[src/rtl/collision_scheduler.sv]
// rtl/collision_scheduler.sv - per-frame Pac-Man/ghost tile collision scheduler, lives and death hold.
// Optional macro COLLISION_FRIGHTENED_EN adds ghost_frightened / ghost_eaten.
module collision_scheduler #(
  parameter int N_GHOSTS    = 4,
  parameter int TILE_SHIFT  = 4,
  parameter int START_LIVES = 3,
  parameter int DEATH_HOLD  = 2
) (
  input  logic                     clk,
  input  logic                     rst_n,
  input  logic                     frame_tick,
  input  logic [10:0]              pacman_pos_x,
  input  logic [9:0]               pacman_pos_y,
  input  logic [11*N_GHOSTS-1:0]   ghost_pos_x,
  input  logic [10*N_GHOSTS-1:0]   ghost_pos_y,
`ifdef COLLISION_FRIGHTENED_EN
  input  logic [N_GHOSTS-1:0]      ghost_frightened,
  output logic [N_GHOSTS-1:0]      ghost_eaten,
`endif
  output logic                     busy,
  output logic                     done,
  output logic                     pacman_is_dead,
  output logic [2:0]               hit_ghost_id,
  output logic [N_GHOSTS-1:0]      hit_mask,
  output logic [2:0]               lives,
  output logic                     game_over,
  output logic                     overrun
);

  localparam logic [1:0] S_IDLE   = 2'd0;
  localparam logic [1:0] S_CHECK  = 2'd1;
  localparam logic [1:0] S_REPORT = 2'd2;
  localparam logic [1:0] S_HOLD   = 2'd3;
  localparam logic [2:0] LAST_IDX  = 3'(N_GHOSTS - 1);
  localparam logic [3:0] HOLD_LOAD = 4'(DEATH_HOLD);

  logic [1:0]              state_q, state_d;
  logic [2:0]              idx_q, idx_d;
  logic [10:0]             px_q, px_d;
  logic [9:0]              py_q, py_d;
  logic [11*N_GHOSTS-1:0]  gx_q, gx_d;
  logic [10*N_GHOSTS-1:0]  gy_q, gy_d;
  logic [N_GHOSTS-1:0]     acc_q, acc_d;
  logic [N_GHOSTS-1:0]     hit_mask_q, hit_mask_d;
  logic [2:0]              hit_id_q, hit_id_d;
  logic [2:0]              lives_q, lives_d;
  logic [3:0]              hold_q, hold_d;
  logic                    done_q, done_d;
  logic                    dead_q, dead_d;
  logic                    game_over_q, game_over_d;
  logic                    overrun_q, overrun_d;

  logic                    start;
  logic                    last;
  logic                    match;
  logic                    fatal;
  logic [N_GHOSTS-1:0]     onehot;
  logic [10:0]             gx_sel;
  logic [9:0]              gy_sel;
  logic [2:0]              low_id;

  assign start = (state_q == S_IDLE) && frame_tick && !game_over_q;
  assign last  = (state_q == S_CHECK) && (idx_q == LAST_IDX);

  // Only the snapshot is compared, so inputs may move freely during a round.
  always_comb begin
    gx_sel = '0;
    gy_sel = '0;
    onehot = '0;
    for (int i = 0; i < N_GHOSTS; i++) begin
      if (idx_q == 3'(i)) begin
        gx_sel    = gx_q[i*11 +: 11];
        gy_sel    = gy_q[i*10 +: 10];
        onehot[i] = 1'b1;
      end
    end
    match = ((gx_sel >> TILE_SHIFT) == (px_q >> TILE_SHIFT)) &&
            ((gy_sel >> TILE_SHIFT) == (py_q >> TILE_SHIFT));
  end

`ifdef COLLISION_FRIGHTENED_EN
  logic [N_GHOSTS-1:0] fr_q, fr_d, eat_acc_q, eat_acc_d, eaten_q, eaten_d;
  logic                fr_sel;

  assign fr_sel = |(fr_q & onehot);
  assign fatal  = match && !fr_sel;

  always_comb begin
    fr_d      = fr_q;
    eat_acc_d = eat_acc_q;
    eaten_d   = '0;
    if (start) begin
      fr_d      = ghost_frightened;
      eat_acc_d = '0;
    end else if (state_q == S_CHECK) begin
      eat_acc_d = eat_acc_q | (onehot & fr_q & {N_GHOSTS{match}});
      // A fatal hit in the same frame cancels any eating.
      if (last) eaten_d = (|acc_d) ? '0 : eat_acc_d;
    end
  end

  always_ff @(posedge clk or negedge rst_n) begin
    if (!rst_n) begin
      fr_q      <= '0;
      eat_acc_q <= '0;
      eaten_q   <= '0;
    end else begin
      fr_q      <= fr_d;
      eat_acc_q <= eat_acc_d;
      eaten_q   <= eaten_d;
    end
  end

  assign ghost_eaten = eaten_q;
`else
  assign fatal = match;
`endif

  always_comb begin
    state_d     = state_q;
    idx_d       = idx_q;
    px_d        = px_q;
    py_d        = py_q;
    gx_d        = gx_q;
    gy_d        = gy_q;
    acc_d       = acc_q;
    hit_mask_d  = hit_mask_q;
    hit_id_d    = hit_id_q;
    lives_d     = lives_q;
    hold_d      = hold_q;
    game_over_d = game_over_q;
    overrun_d   = overrun_q;
    done_d      = 1'b0;
    dead_d      = 1'b0;
    low_id      = 3'd0;
    case (state_q)
      S_IDLE: begin
        if (start) begin
          px_d    = pacman_pos_x;
          py_d    = pacman_pos_y;
          gx_d    = ghost_pos_x;
          gy_d    = ghost_pos_y;
          acc_d   = '0;
          idx_d   = 3'd0;
          state_d = S_CHECK;
        end
      end
      S_CHECK: begin
        if (frame_tick) overrun_d = 1'b1;
        acc_d = acc_q | (onehot & {N_GHOSTS{fatal}});
        idx_d = idx_q + 3'd1;
        if (last) begin
          for (int i = N_GHOSTS - 1; i >= 0; i--) begin
            if (acc_d[i]) low_id = 3'(i);
          end
          state_d    = S_REPORT;
          done_d     = 1'b1;
          hit_mask_d = acc_d;
          hit_id_d   = low_id;
          if (|acc_d) begin
            dead_d  = 1'b1;
            lives_d = lives_q - 3'd1;
            if (lives_q == 3'd1) game_over_d = 1'b1;
          end
        end
      end
      S_REPORT: begin
        if (frame_tick) overrun_d = 1'b1;
        if (dead_q && !game_over_q && (DEATH_HOLD > 0)) begin
          state_d = S_HOLD;
          hold_d  = HOLD_LOAD;
        end else begin
          state_d = S_IDLE;
        end
      end
      default: begin
        if (frame_tick) begin
          hold_d = hold_q - 4'd1;
          if (hold_q == 4'd1) state_d = S_IDLE;
        end
      end
    endcase
  end

  always_ff @(posedge clk or negedge rst_n) begin
    if (!rst_n) begin
      state_q     <= S_IDLE;
      idx_q       <= 3'd0;
      px_q        <= '0;
      py_q        <= '0;
      gx_q        <= '0;
      gy_q        <= '0;
      acc_q       <= '0;
      hit_mask_q  <= '0;
      hit_id_q    <= 3'd0;
      lives_q     <= 3'(START_LIVES);
      hold_q      <= 4'd0;
      done_q      <= 1'b0;
      dead_q      <= 1'b0;
      game_over_q <= 1'b0;
      overrun_q   <= 1'b0;
    end else begin
      state_q     <= state_d;
      idx_q       <= idx_d;
      px_q        <= px_d;
      py_q        <= py_d;
      gx_q        <= gx_d;
      gy_q        <= gy_d;
      acc_q       <= acc_d;
      hit_mask_q  <= hit_mask_d;
      hit_id_q    <= hit_id_d;
      lives_q     <= lives_d;
      hold_q      <= hold_d;
      done_q      <= done_d;
      dead_q      <= dead_d;
      game_over_q <= game_over_d;
      overrun_q   <= overrun_d;
    end
  end

  assign busy           = (state_q == S_CHECK) || (state_q == S_REPORT);
  assign done           = done_q;
  assign pacman_is_dead = dead_q;
  assign hit_ghost_id   = hit_id_q;
  assign hit_mask       = hit_mask_q;
  assign lives          = lives_q;
  assign game_over      = game_over_q;
  assign overrun        = overrun_q;

endmodule

[config.mk]
export PLATFORM = sky130hd
export DESIGN_NAME = collision_scheduler
export DESIGN_NICKNAME = d
export VERILOG_FILES = /design/src/rtl/collision_scheduler.sv
export SDC_FILE = /design/constraint.sdc
export NUM_CORES = 1
export LEC_CHECK = 0
export CAP_MARGIN = 20
export CORE_ASPECT_RATIO = 2
export CORE_MARGIN = 2
export CORE_UTILIZATION = 49
export DETAILED_ROUTE_END_ITERATION = 10
export PLACE_DENSITY_LB_ADDON = 0.2
export SLEW_MARGIN = 20
export SYNTH_ARGS = -nofsm -noshare
export SYNTH_HDL_FRONTEND = slang
export SYNTH_SLANG_ARGS = --single-unit
[constraint.sdc]
create_clock -name clk -period 4.12 [get_ports clk]
set_input_delay 0.824 -clock clk [delete_from_list [all_inputs] [get_ports clk]]
set_output_delay 0.824 -clock clk [all_outputs]
set_load 0.005 [all_outputs]
==> results <==
- The cell area after layout is ~0.0059 mm^2.
- The required time reported for the critical path endpoint is around 4.4 ns.
- The mapped cell area is 0.004668 mm^2.
- Traced cell by cell, the critical path runs through inv_1 > ha_1 > nor2b_1 > a221oi_1 > nor4_1 > a211o_1 > or4_4 > or4b_4 > a21oi_4 > mux2i_1.
- The post-synthesis net count is 532.
- The number of warning messages in the yosys log is 0.
- The post-CTS setup buffer count is 0.
- Entering global routing, the biggest net connects 67 pins.
- The total I/O pin count is 123.
- The worst setup path is captured at a flop.
- Summed over all failing endpoints, the final setup total negative slack is 0 ns.
- After layout, the minimum clock period comes to approximately 3.7 ns.
- The number of nets at the end of the flow is 613.
- The overall via count from detail_route is ~3500.
- Summing all placed instances gives a cell area of approximately 0.0056 mm^2.
- The maximum frequency from static timing analysis is approximately 270 MHz.
- TritonCTS built the clock tree.
- The arrival time reported for the critical path endpoint is slightly below 4 ns.
- The aggregate routed wire length is approximately 11000 um.
- The most frequently used flop master after synthesis is dfrtp_1.
- The total power per unit cell area is ~710 mW/mm^2.
- The family with the most delay on the worst path is simple AND/OR/NAND/NOR gates.
- The critical path is of the reg2reg type.
- For this run, the slowest stage of the critical path takes around 0.64 ns.
- The number of flops mapped to enable cells by yosys is 0.
- The startpoint of the worst setup timing path is idx_q[1].
- The final setup skew is ~0.0054 ns.
- Of the cells placed in the final design, the portion with a size suffix greater than 1 is approximately a fifth.
- The worst setup path is launched from a flop.
- Sequential cells account for approximately two fifths of the total power.
- The later pin in the worst-skew pair is clocked with a latency of between 0.3 and 0.4 ns.
- The first global-routing pass estimated 17760 um of wire.
- The effective utilization at floorplan is roughly half.
- The filler cells instantiated in the layout total around 800.
- The number of antenna diodes in the final layout is 0.
- The count of pins over their slew limit is 0.
- The analysis attributes to cell leakage a power of around 2.5 nW.
- Along the worst path, the maximum fanout reaches 20.
- Buffers inserted to repair hold after CTS numbered 0.
- Net switching is approximately 36% of the power.
- The initial antenna violation count came to 0.
- The tree is rooted in a clkbuf_16.
- The relative slew slack is between 40% and 50%.
- The number of buffers inserted during clock tree synthesis is 9.
- The flow ran to the end, and the final reports show no timing, DRC or antenna violations.
- The pre-antenna-repair detailed-routing pass consisted of 4 iterations.
- The total of max-cap violations is 0.
- The number of remaining DRC errors is 0.
- For this run the aggregate overflow at the end of global routing stands at 0.
- The routed wirelength normalized by instance count is about 19 um.
- The clock network is responsible for approximately a fifth of the overall power.
- Across every metal layer, demand over resource in global routing totals between 20% and 30%.
- Detailed placement finished with a half-perimeter wire length of ~8300 um.
- The area of the die is between 0.01 and 0.015 mm^2.
- The source of the worst register-to-register timing path is idx_q[1].
- The share of flip-flops with an asynchronous set or reset after synthesis is 100.0%.
- The number of instances in the synthesized netlist is about 410.
- Counting both buffers and inverters, the worst setup path holds a total of 1.
- The min-delay analysis places its worst path in the category reg2reg.
- During placement, the flow inserted port buffers numbering between 80 and 90.
- Dividing the synthesized area by the synthesized cell count gives around 11 um^2.
- The buffer levels on the longest clock path is 2.
- The CTS clock-pin slew for the worst setup and hold paths is about 0.060 ns.
- The number of DRC markers in iteration 0 is ~230.
- For this run, the share of the core covered by cells in the final layout is around 63%.
- The beginning of the worst hold path is overrun.
- The number of synthesized register bits is around 90.
- The number of failing setup endpoints in the final timing report is 0.
- The via count of the first global-routing pass is around 3700.
- The switching power total is 1.476 mW.
- The hold violation count in the final report is 0.
- The number of sinks handled by clock tree synthesis is around 90.
- The initialized floorplan defines 50 standard-cell rows.
- The slowest cell on the critical path is ha_1.
- The number of nets still failing antenna checks after routing is 0.
- Setup repair after global routing left no endpoint under its margin.
- The area of the core is approximately 0.0093 mm^2.
- Dividing the detail-routed via count by the number of cells gives between 5 and 6.
- The area growth from synthesis to layout is 25.89%.
- The height of the die is 142.0 um.
- The die boundary width is ~73 um.
- At the pin with the least slew margin, the transition time is about 0.84 ns.
- The H-tree depth is 3.
- The internal portion of the total power is 2.671 mW.
- The placer congestion estimate is between 0.8 and 0.9.
- The proportion of power drawn by combinational gates is 41.7%.
- The post-cts resize count is 0.
- IR analysis of the VDD net gives a maximum drop of roughly 420 uV.
- The part of the cycle the worst path needs is between 90% and 100%.
- Yosys mapped the design onto 65 distinct sky130hd cell types.
- Summing the sequential cell areas from Yosys gives between 40% and 50% of the chip area.
synth_stat cells, types with 5 or more instances:
master	n	area [um^2]
o21ai_0	17	85.08
xor2_1	10	87.58
a2111oi_0	5	43.79
nand2_1	22	82.58
inv_1	23	86.33
dfrtp_1	89	2227
ha_1	13	162.7
nor2_1	15	56.30
nand3b_1	8	60.06
xnor2_1	7	61.31
mux2_2	67	754.5
nor2b_1	10	62.56
a211oi_1	6	45.04
mux2i_1	5	50.05
buf_1	8	30.03
clkbuf_1	7	26.28
a21oi_1	21	105.1
cells in the final DEF, fill, tap and decap left out, types with 5 or more instances in the layout:
| cell type | Yosys | final |
|---|---|---|
| ha_1 | 13 | 13 |
| a2111oi_0 | 5 | 5 |
| nand2_1 | 22 | 22 |
| a21oi_1 | 21 | 21 |
| o21ai_0 | 17 | 17 |
| nor2_1 | 15 | 15 |
| nand3b_1 | 8 | 8 |
| mux2_2 | 67 | 67 |
| mux2i_1 | 5 | 5 |
| clkbuf_16 | 0 | 9 |
| xnor2_1 | 7 | 7 |
| nor2b_1 | 10 | 10 |
| xor2_1 | 10 | 10 |
| inv_1 | 23 | 23 |
| a211oi_1 | 6 | 6 |
| buf_4 | 4 | 12 |
| clkdlybuf4s50_1 | 0 | 80 |
| dfrtp_1 | 89 | 89 |
through the flow:
step / hold slack [ns] / worst slack (ns) / total power, mW / std cells
detailed placement: 0.4598 / 0.4242 / 3.328 / 585
global placement: 0.4426 / 0.5193 / 3.256 / 585
finish: 0.4755 / 0.4097 / 4.147 / 600
floorplan: 0.4510 / 0.9209 / 2.812 / 411
global route: 0.4853 / 0.2097 / 4.418 / 600
CTS: 0.4748 / 0.4166 / 4.173 / 600
area by class of cell:
type,instances,area [um^2],share of cell area [%]
clock buffer,13,260.3,4.428
tap,104,130.1,2.214
clock inverter,2,35.03,0.5961
multi-input combinational,272,2183,37.15
timing repair buffer,92,890.9,15.16
sequential,91,2280,38.79
inverter,26,97.59,1.661
state kept, by name, summed over array words and instances (netlist names):
register	count
overrun	1
hit_mask	4
gy_q	24
acc_q	4
idx_q	3
hit_ghost_id	2
state_q	2
hold_q	4
game_over	1
pacman_is_dead	1
gx_q	28
py_q	6
px_q	7
done	1
lives	3
power groups by stage:
| stage | combinational, mW | clock [mW] | sequential, mW |
|---|---|---|---|
| after CTS | 1.74 | 0.835 | 1.60 |
| after floorplan | 1.32 | 0 | 1.49 |
| after global routing | 1.90 | 0.873 | 1.65 |
| final | 1.73 | 0.815 | 1.60 |
| after detailed placement | 1.72 | 0 | 1.61 |
| after global placement | 1.66 | 0 | 1.59 |
final timing paths:
path / to / slack (ns) / cells past startpoint
min in group asynchronous: gx_q[39] / 0.57 / 1
worst max-delay path: lives[1] / 0.41 / 10
max in group asynchronous: lives[1] / 2.65 / 2
worst min-delay path: overrun / 0.48 / 1
worst max register to register: lives[1] / 0.41 / 10
worst min register to register: overrun / 0.48 / 1
routing by layer:
layer,up-vias,part of all wire (%),GRT usage (%)
met5,-,0,0
met4,0,3.7,11.79
met2,126,55,40.73
met3,28,4.6,4.958
li1,1639,-,-
met1,1717,36,23.75
cell families after synthesis:
group           share of synthesized area, %
compound gates                         13.75
xor+xnor                               3.189
fa+ha+maj                              3.484
buf+inv                                4.396
flops                                  48.83
mux                                    17.23
other cells                          0.08033
simple gates                           9.033
No activity file was read; power rests on OpenSTA's default activity.
